### config.mk
export PLATFORM = sky130hd
export DESIGN_NAME = shared_buffer_mq
export DESIGN_NICKNAME = d
export VERILOG_FILES = /design/src/rtl/shared_buffer_mq.sv
export SDC_FILE = /design/constraint.sdc
export NUM_CORES = 1
export LEC_CHECK = 0
export CORE_ASPECT_RATIO = 1.4
export CORE_UTILIZATION = 55
export DETAILED_ROUTE_END_ITERATION = 10
export PLACE_DENSITY_LB_ADDON = 0.05
export SLEW_MARGIN = 20
export SYNTH_ARGS = -nofsm -noshare
export SYNTH_HDL_FRONTEND = slang
export SYNTH_SLANG_ARGS = --single-unit
### constraint.sdc
create_clock -name clk -period 7.68 [get_ports clk]
set_clock_uncertainty 0.1 [all_clocks]
set_input_delay 1.536 -clock clk [delete_from_list [all_inputs] [get_ports clk]]
set_output_delay 1.536 -clock clk [all_outputs]
set_load 0.05 [all_outputs]
### src/rtl/shared_buffer_mq.sv
// Multi-queue shared cell buffer. One cell RAM is shared by NUM_QUEUES
// linked-list queues. Cells are handed out first from a linear init counter,
// then from a free-address FIFO that collects cells released by reads.
module shared_buffer_mq #(
  parameter int unsigned ADDR_BITWIDTH = 4,
  parameter int unsigned DATA_BITWIDTH = 8,
  parameter int unsigned NUM_QUEUES    = 4,
  parameter int unsigned QID_BITWIDTH  = 2
) (
  input  logic                     clk,
  input  logic                     rst,
  input  logic                     wr_req,
  input  logic [QID_BITWIDTH-1:0]  wr_qid,
  input  logic [DATA_BITWIDTH-1:0] idata,
  output logic                     wr_ack,
  output logic                     wr_drop,
  output logic [ADDR_BITWIDTH-1:0] op,
  input  logic                     rd_req,
  input  logic [QID_BITWIDTH-1:0]  rd_qid,
  output logic [DATA_BITWIDTH-1:0] odata,
  output logic                     odata_valid,
  output logic                     rd_err,
  output logic [NUM_QUEUES-1:0]    q_empty,
  output logic                     full,
  output logic [ADDR_BITWIDTH:0]   free_count
);

  localparam int unsigned DEPTH = 1 << ADDR_BITWIDTH;

  typedef logic [ADDR_BITWIDTH-1:0] addr_t;
  typedef logic [ADDR_BITWIDTH:0]   cnt_t;

  localparam cnt_t DepthCnt = cnt_t'(DEPTH);

  // Storage without reset: contents are meaningless until linked into a queue.
  logic [DATA_BITWIDTH-1:0] ram_q  [DEPTH];
  addr_t                    nxt_q  [DEPTH];
  addr_t                    fifo_q [DEPTH];

  addr_t fifo_rd_q, fifo_wr_q;
  cnt_t  init_q;
  addr_t head_q [NUM_QUEUES];
  addr_t tail_q [NUM_QUEUES];
  cnt_t  cnt_q  [NUM_QUEUES];
  cnt_t  cnt_d  [NUM_QUEUES];

  logic  wr_qid_ok, rd_qid_ok, wr_ok, rd_ok, from_init, same_q;
  addr_t alloc_addr, rd_addr;
  cnt_t  free_d;

  // Accept decisions, all taken against pre-edge state.
  always_comb begin
    wr_qid_ok  = 32'(wr_qid) < NUM_QUEUES;
    rd_qid_ok  = 32'(rd_qid) < NUM_QUEUES;
    wr_ok      = wr_req && !full && wr_qid_ok;
    rd_ok      = rd_req && rd_qid_ok && (cnt_q[rd_qid] != '0);
    from_init  = init_q < DepthCnt;
    alloc_addr = from_init ? init_q[ADDR_BITWIDTH-1:0] : fifo_q[fifo_rd_q];
    rd_addr    = head_q[rd_qid];
    same_q     = wr_ok && rd_ok && (wr_qid == rd_qid);
  end

  // Per-queue occupancy and total free-cell count after this edge.
  always_comb begin
    for (int unsigned i = 0; i < NUM_QUEUES; i++) begin
      cnt_d[i] = cnt_q[i];
      if (wr_ok && 32'(wr_qid) == i) cnt_d[i] = cnt_d[i] + cnt_t'(1);
      if (rd_ok && 32'(rd_qid) == i) cnt_d[i] = cnt_d[i] - cnt_t'(1);
    end
    free_d = free_count;
    if (wr_ok && !rd_ok)      free_d = free_count - cnt_t'(1);
    else if (rd_ok && !wr_ok) free_d = free_count + cnt_t'(1);
  end

  // Empty flags follow the registered counts directly.
  always_comb begin
    for (int unsigned i = 0; i < NUM_QUEUES; i++) q_empty[i] = (cnt_q[i] == '0);
  end

  // Data RAM, next-pointer array and free-FIFO storage writes.
  always_ff @(posedge clk) begin
    if (wr_ok) begin
      ram_q[alloc_addr] <= idata;
      if (cnt_q[wr_qid] != '0) nxt_q[tail_q[wr_qid]] <= alloc_addr;
    end
    if (rd_ok) fifo_q[fifo_wr_q] <= rd_addr;
  end

  // Queue pointers, allocator state and registered outputs.
  always_ff @(posedge clk) begin
    if (!rst) begin
      init_q      <= '0;
      fifo_rd_q   <= '0;
      fifo_wr_q   <= '0;
      for (int unsigned i = 0; i < NUM_QUEUES; i++) begin
        head_q[i] <= '0;
        tail_q[i] <= '0;
        cnt_q[i]  <= '0;
      end
      full        <= 1'b0;
      free_count  <= DepthCnt;
      op          <= '0;
      odata       <= '0;
      wr_ack      <= 1'b0;
      wr_drop     <= 1'b0;
      odata_valid <= 1'b0;
      rd_err      <= 1'b0;
    end else begin
      wr_ack      <= wr_ok;
      wr_drop     <= wr_req && !wr_ok;
      odata_valid <= rd_ok;
      rd_err      <= rd_req && !rd_ok;
      free_count  <= free_d;
      full        <= (free_d == '0);
      for (int unsigned i = 0; i < NUM_QUEUES; i++) cnt_q[i] <= cnt_d[i];

      if (wr_ok) begin
        op <= alloc_addr;
        if (from_init) init_q    <= init_q + cnt_t'(1);
        else           fifo_rd_q <= fifo_rd_q + addr_t'(1);
        // A write into an empty queue cannot collide with a read of it.
        if (cnt_q[wr_qid] == '0) head_q[wr_qid] <= alloc_addr;
        tail_q[wr_qid] <= alloc_addr;
      end

      if (rd_ok) begin
        odata     <= ram_q[rd_addr];
        fifo_wr_q <= fifo_wr_q + addr_t'(1);
        // Last cell leaving while a new one arrives: next[] is not yet written.
        if (same_q && cnt_q[rd_qid] == cnt_t'(1)) head_q[rd_qid] <= alloc_addr;
        else                                      head_q[rd_qid] <= nxt_q[rd_addr];
      end
    end
  end

endmodule

# Yosys cells after proc, flatten, opt, wreduce, memory -nomap -nowiden
# Memories as Yosys holds them, arrays and structs flattened. A register that Yosys moved wholly into a read port is not among the register bits.
# Cells that the tools add are included.
[totals]
reg_bits = 27
ramBits = 308
out_inout_bits = 26
n_memories = 6
[classes]
addsub = 13
order_cmp = 1
n_eq_ne = 8
mux = 50
n_bitwise = 6
n_reduce_logical = 36
[mem_list]
columns = ["name", "words", "word_bits", "rd", "rd_ports_with_merged_regs", "write_ports", "line_no", "rtl"]
rows = [
  ["ram_q", 16, 8, 1, 1, 1, "36", "logic [DATA_BITWIDTH-1:0] ram_q [DEPTH];"],
  ["fifo_q", 16, 4, 1, 1, 1, "38", "addr_t fifo_q [DEPTH];"],
  ["nxt_q", 16, 4, 1, 0, 1, "37", "addr_t nxt_q [DEPTH];"],
  ["cnt_q", 4, 5, 6, 0, 4, "44", "cnt_t cnt_q [NUM_QUEUES];"],
  ["head_q", 4, 4, 1, 0, 4, "42", "addr_t head_q [NUM_QUEUES];"],
  ["tail_q", 4, 4, 1, 0, 4, "43", "addr_t tail_q [NUM_QUEUES];"],
]
[op_table]
columns = ["cell", "n"]
rows = [
  ["5-bit two-way mux", 14],
  ["5-bit by 1-bit adder with 5-bit output, second input constant", 6],
  ["5-bit zero test", 6],
  ["4-bit two-way mux", 7],
  ["1-bit two-way mux", 26],
  ["5-bit by 1-bit subtractor with 5-bit output, second input constant", 5],
  ["1-bit logical AND", 17],
  ["4-bit OR reduction", 3],
  ["5-bit nonzero test", 2],
  ["4-bit by 1-bit adder with 4-bit output, second input constant", 2],
  ["2-bit == test, second input constant", 4],
  ["2-bit two-way mux", 3],
  ["5-bit by 1-bit == test with 1-bit output, second input constant", 1],
  ["5-bit less-than comparator, second input constant", 1],
  ["1-bit OR", 5],
  ["2-bit by 1-bit == test with 1-bit output, second input constant", 2],
  ["1-bit zero test", 4],
  ["2-bit zero test", 2],
  ["2-bit AND reduction", 2],
  ["2-bit == test", 1],
  ["1-bit inverter", 1],
]

# Logic depth before layout (Yosys ltp)
# Gate-level depths: netlist of the first run.
# An unclocked memory read counts as a cell.
[logic_depth]
ltp_word = 13
depth_mapped = 10

# Worst setup path before layout of the first run
# No wires, ideal clock.
[synth_timing]
path_kind = "input to register"
startpoint = "input rd_qid[0]"
endpoint = "memory fifo_q[1][0] in the netlist's numbering (enable)"
setup_time_ps = 361
arrival_time_ps = 3280
slack_ps = 3938
cell_stages = 7
path_buffers = 3
path_cell_list = "buf_6 mux4_2 a21boi_4 buf_2 buf_2 nand2_1 nor3_1"
[synth_between]
elab_chain_len = 5
[synth_rtl]
columns = ["item", "line_no", "rtl"]
rows = [
  ["start, declared", "19", "input logic [QID_BITWIDTH-1:0] rd_qid,"],
  ["memory read 4 x 5 bit", "n/a", ""],
  ["5-bit nonzero test", "56", "rd_ok = rd_req && rd_qid_ok && (cnt_q[rd_qid] != '0);"],
  ["1-bit logical AND", "56", ""],
  ["1-bit two-way mux", "86", "if (rd_ok) fifo_q[fifo_wr_q] <= rd_addr;"],
  ["1-bit two-way mux (implied by the code)", "86", ""],
  ["end, declared", "38", ""],
]
# Every way passes these cells.

==> impl_metrics.toml, run 1 <==
[outcome]
status = "finished clean"

[synthesis]
ys_types = 59
syn_area_per_cell_um2 = 14.2
synth_top_area_share_pct = 56.9
post-synth-top-area-cell = "edfxtp_1"
synth-seq-area-share_pct = 64.6
async_flop_share_pct = 0
synthTopCellsByArea = "edfxtp_1, dfxtp_1, mux4_2"
yosysWarnings = 0
synth_common_cells = "edfxtp_1, nor2_1, dfxtp_1"
synth_edf_count = 288
synth-seq-cells = 347
synth_area_um2 = 15200
synth_flop_cell = "edfxtp_1"
synth_most_common_cell = "edfxtp_1"
syn_nets = 1105
netlist_instances = 1069

[clock_network]
clk_pin_slew_ps = 60
clock_path_buffers = 3
cts.htree.levels = 2
cts_resized = 0
post-cts-setup-buffers = 0
cts_buffers = 35
cts_tree = "yes"
clock-root-buffer = "clkbuf_16"
cts_sinks = 347
cts_hold_buf = 0
clkLatencyLatePin_ps = 520

[setup_path]
crit_chain = "clkdlybuf4s50_1 > mux4_2 > buf_4 > mux4_2 > o22ai_1 > nor2_1 > a22o_1"
cp-end-kind = "flop"
startpoint = "rd_qid[0]"
cp.required_ps = 7850
path_delay_family = "buffers and inverters"
path_buf_inv = 2
worstSetupPathType = "in2reg"
cp.arrival_ps = 4920
crit_top_cell = "mux4_2"
r2r-end = "ram_q[3][6]$_DFFE_PP_"
crit_end = "head_q[3][2]$_DFFE_PP_"
crit_slowest_cell = "clkdlybuf4s50_1"
crit_cells = 7
slowest_delay_ps = 890
rr_worst_depth = 6
reg2reg_setup_slack_ps = 3840
start_kind = "input port"
critPathMaxFanout = 39

[placed_design]
place_ws_ps = 2330
dpl.hpwl_mm = 20.1
numPortBuffers = 41
dpl_cell_area_um2 = 15800
gp_congestion = 0.814

[sta]
grt_setup_unrepaired = "false"
setup_tns_ps = 0
fmax_ghz = 0.211
slew_headroom_pct = 33.3
worst_slack_ps = 2930
period_needed_ps = 4750
drv_slew = 0
worstMarginPinSlew_ps = 1000
setup_viol = 0
period_share_pct = 61.8
hold_violations = 0

[power]
power_frac_comb_pct = 14.5
p_int_mw = 3.29
vdd_ir_drop_max_v = 0.000195
power.leakage_nw = 5.57
swShare_pct = 26.0
p_seq_share_pct = 48.7
power_switching_mw = 1.15
p_clk_share_pct = 36.8
power_density_nw_per_um2 = 263

[global_routing]
met1_usage_pct = 28.6
gr-max-usage-layer = "met2"
track_usage_pct = 22.5
antenna_found_initial = 0
grt_max_degree = 100
grt_use_met3_pct = 3.73
grt_pass1_vias = 8500
met2_usage_pct = 38.5
grt_overflow = 0
grt_pass1_wl_mm = 47.7

[routing]
post-route-drc-count = 0
post_drt_wl_per_cell_um = 20.6
drt-pass1-iter-count = 5
vias = 8675
drt-initial-drc-count = 487
ant_nets = 0
finalWirelength_mm = 30.5
detail_route.vias_per_cell = 5.87

[floorplanning]
core_um2 = 27000
dieArea_um2 = 28300
rows = 71
die-width_um = 143
die_y_um = 199
io_pins = 42
start_util_pct = 56.3

[finish]
fin_util_pct = 62.5
syn_to_final_growth_pct = 11.0
fin_area_um2 = 16900
drive_above_1_share_pct = 12.1
fill_cells = 2087
num_antenna_cells = 0
num-nets-final = 1124

[job]
cap_violations = 0

[min_path]
hold_path_class = "reg2reg"
cell usage in the layout (no fill, tap or decap), drive strengths merged, types with 11 or more instances in the layout:
master | Yosys | final
mux4 | 49 | 49
clkbuf | 32 | 41
nand2 | 62 | 62
nor2b | 38 | 38
xnor2 | 29 | 29
edfxtp | 288 | 288
o22ai | 19 | 19
clkinv | 0 | 12
nor2 | 80 | 80
inv | 20 | 22
and3 | 11 | 11
xor2 | 19 | 19
clkdlybuf4s50 | 0 | 40
a21oi | 40 | 40
o21ai | 22 | 22
nor3 | 11 | 11
mux2i | 46 | 46
a211oi | 33 | 33
nand4 | 17 | 17
nand3 | 29 | 29
and2 | 29 | 29
ha | 20 | 20
or3 | 12 | 12
buf | 38 | 12
dfxtp | 59 | 59
cells by family after synthesis:
family | share of synthesized area (%)
compound gates | 6.80
simple gates | 10.6
mux | 10.7
xor+xnor | 2.81
buf+inv | 2.85
flops | 64.6
fa+ha+maj | 1.65
how the worst min path moves through the flow:
| stage | start | slack (ps) | depth (start not counted) | to |
|---|---|---|---|---|
| 2_1_floorplan | fifo_rd_q[3]$_SDFFE_PN0P_ | 370 | 2 | flop |
| 3_3_place_gp | op[0]$_SDFFE_PN0P_ | 380 | 1 | op[0]$_SDFFE_PN0P_ |
| 3_5_place_dp | odata[2]$_SDFFE_PN0P_ | 380 | 2 | odata[2]$_SDFFE_PN0P_ |
| 4_1_cts | odata[2]$_SDFFE_PN0P_ | 390 | 2 | odata[2]$_SDFFE_PN0P_ |
| 5_1_grt | op[0]$_SDFFE_PN0P_ | 420 | 1 | op[0]$_SDFFE_PN0P_ |
| 6_report | odata[2]$_SDFFE_PN0P_ | 390 | 2 | odata[2]$_SDFFE_PN0P_ |
worst min-delay path, stage by stage (launching register included):
cell     delay [ps]
dfxtp_1         320
nand2_1          50
o32ai_1          60
state kept, by name, summed over array words and instances (netlist names), 4 cells and up, named ones only:
signal	flops
op	4
tail_q	16
cnt_q	20
odata	8
free_count	5
head_q	16
fifo_wr_q	4
fifo_q	64
ram_q	128
nxt_q	64
fifo_rd_q	4
init_q	5
power by group through the flow:
| stage | clock, mW | sequential, mW | combinational (mW) |
|---|---|---|---|
| after global placement | 0 | 2.20 | 0.640 |
| after global routing | 1.74 | 2.17 | 0.703 |
| final | 1.63 | 2.16 | 0.644 |
| after detailed placement | 0 | 2.20 | 0.649 |
| after CTS | 1.67 | 2.16 | 0.650 |
| after floorplan | 0 | 2.26 | 0.406 |
per-stage QoR:
stage | hold WS, ps | power (mW) | cells
2_1_floorplan | 370 | 2.66 | 1069
3_3_place_gp | 381 | 2.84 | 1416
3_5_place_dp | 380 | 2.85 | 1416
4_1_cts | 392 | 4.48 | 1477
5_1_grt | 421 | 4.61 | 1477
6_report | 388 | 4.44 | 1477
layer usage:
metal / wire (um) / vias up
met5: 0 / -
met2: 15400 / 212
met3: 1250 / 62
li1: - / 4093
met4: 1030 / 0
met1: 12700 / 4308
final cells by class:
| class | instances | area, um^2 | area share (%) |
|---|---|---|---|
| clock inverters | 20 | 180 | 1.07 |
| repair buffers | 52 | 492 | 2.91 |
| clock buffers | 41 | 898 | 5.32 |
| inverters | 20 | 75.1 | 0.445 |
| multi-input cells | 632 | 4950 | 29.3 |
| well taps | 365 | 457 | 2.71 |
| flip-flops and latches | 347 | 9830 | 58.2 |
Power figures use the tool's default switching activity.
==> run 2: changes to the inputs <==
==> constraint.sdc (replaced) <==
create_clock -name clk -period 4.5 [get_ports clk]
set_clock_uncertainty 0.1 [all_clocks]
set_input_delay 0.9 -clock clk [delete_from_list [all_inputs] [get_ports clk]]
set_output_delay 0.9 -clock clk [all_outputs]
set_load 0.05 [all_outputs]
==> run 2 against run 1 <==
Worst hold slack barely moved. Sequential share of layout area is 1.2 points lower. Core utilization grew 1.3 points. Register-to-register slack worse by 2900 ps. Global-route usage is 1.1 points higher. Sequential cell count unchanged. Cell count rose by 2.8%. Critical path type is now reg2reg. Die area stayed put. Design area grew 2.1%. Critical endpoint is now ram_q[1][5]$_DFFE_PP_. Critical path depth fell by 1. Setup slack got worse by 2000 ps. First-iteration DRC count fell by 7.2%.
==> impl_metrics.toml, run 2 (synthesis results as in run 1) <==
[outcome]
status = "finished clean"

[sta]
worst_slack_ps = 960
setup_viol = 0
hold_violations = 0
setup_tns_ps = 0
period_needed_ps = 3540
fmax_ghz = 0.282
worstMarginPinSlew_ps = 935
drv_slew = 0
slew_headroom_pct = 37.4
period_share_pct = 78.7
grt_setup_unrepaired = "false"

[finish]
largest_reg_flops = 128
seq_area_um2 = 9830
fin_cells = 1519
syn_to_final_growth_pct = 13.3
fill_cells = 2072
num-nets-final = 1165
drive_above_1_share_pct = 15.3
final_cell_mix = "edfxtp_1, nor2_1, dfxtp_1, nand2_1, buf_4"
num_antenna_cells = 0
fin_area_um2 = 17200
final_common_cell = "edfxtp_1"
multi_input_area_um2 = 4950
regMostFlops = "ram_q"

[clock_network]
cts_resized = 0
cts_sinks = 347
cts_hold_buf = 0
cts.htree.levels = 2
clk_pin_slew_ps = 60
cts_buffers = 35
clkLatencyLatePin_ps = 520
cts_tree = "yes"
post-cts-setup-buffers = 0
clock-root-buffer = "clkbuf_16"
clock_path_buffers = 3

[routing]
drt-pass1-iter-count = 5
detail_route.vias_per_cell = 5.86
post_drt_wl_per_cell_um = 21.0
ant_nets = 0
finalWirelength_mm = 31.9
vias = 8895
post-route-drc-count = 0
drt-initial-drc-count = 452

[min_path]
whs_path_depth = 2
min_delay_worst_endpoint = "odata[6]$_SDFFE_PN0P_"
hp-start = "odata[6]$_SDFFE_PN0P_"
hold_path_class = "reg2reg"

[setup_path]
rr_worst_depth = 6
cp.required_ps = 4540
r2r-end = "ram_q[1][5]$_DFFE_PP_"
reg2reg_setup_slack_ps = 960
critPathMaxFanout = 15
cp-end-kind = "flop"
cp.arrival_ps = 3580
start_kind = "flop"
worstSetupPathType = "reg2reg"

[floorplanning]
die-width_um = 143
start_util_pct = 56.3
die_y_um = 199
core_um2 = 27000
rows = 71
dieArea_um2 = 28300
io_pins = 42

[placed_design]
dp_cells = 1457
dpl.hpwl_mm = 21.4
place_ws_ps = 504
gp_congestion = 0.798
numPortBuffers = 41
dpl_cell_area_um2 = 16100

[global_routing]
grt_pass1_wl_mm = 49.7
grt_max_degree = 59
antenna_found_initial = 0
grt_overflow = 0
track_usage_pct = 23.6
grt_pass1_vias = 8938

[power]
power_density_nw_per_um2 = 447
power.leakage_nw = 5.80
vdd_ir_drop_max_v = 0.000409

[job]
cap_violations = 0
[run 2: changes by cell type in the layout (fill, tap and decap cells not counted), sizes merged]
cell      delta
bufinv       +1
inv          -1
buf         +41
clkinv       -1
clkbuf       +3
clkinvlp     -1
[run 2: worst max path at each step]
| stage | to | slack, ps | depth (start not counted) |
|---|---|---|---|
| 3_3_place_gp | head_q[3][2]$_DFFE_PP_ | 560 | 7 |
| 6_report | ram_q[1][5]$_DFFE_PP_ | 960 | 6 |
| 5_1_grt | ram_q[1][7]$_DFFE_PP_ | 800 | 6 |
| 4_1_cts | ram_q[1][7]$_DFFE_PP_ | 890 | 6 |
| 2_1_floorplan | fifo_q[1][0]$_DFFE_PP_ | 1390 | 7 |
| 3_5_place_dp | odata[5]$_SDFFE_PN0P_ | 500 | 9 |
[run 2: power breakdown]
group	leakage, nW	total (mW)	internal, mW	switching (mW)
clock network	0.549	2.88	1.70	1.18
logic	2.10	1.14	0.424	0.719
registers	3.15	3.69	3.61	0.0803
[run 2: cell type report]
class | instances | area share [%]
sequential | 347 | 57.0
inverter | 20 | 0.436
clock inverter | 18 | 1.15
tap | 365 | 2.65
timing repair buffer | 93 | 4.62
multi-input combinational | 632 | 28.7
clock buffer | 44 | 5.39
[run 2: critical path, stage by stage (launching register included)]
cell and delay [ps]:
dfxtp_1 810, mux4_2 450, mux4_2 520, mux2i_4 210, and2_2 250, nand2_2 110, nor2_1 700
[run 2: routing by layer]
layer | vias up | track usage, % | part of all wire, %
met5 | - | 0 | 0
met4 | 0 | 9.56 | 3.5
met3 | 80 | 4.09 | 4.5
met2 | 207 | 41.0 | 51
met1 | 4430 | 29.2 | 41
li1 | 4178 | - | -
[run 2: stage by stage]
stage	utilization [%]	total power, mW	hold slack [ps]
after CTS	63.8	7.78	388
after global routing	63.8	7.99	435
after floorplan	-	4.55	370
final	63.8	7.71	387
after global placement	59.6	4.89	380
after detailed placement	59.6	4.91	375
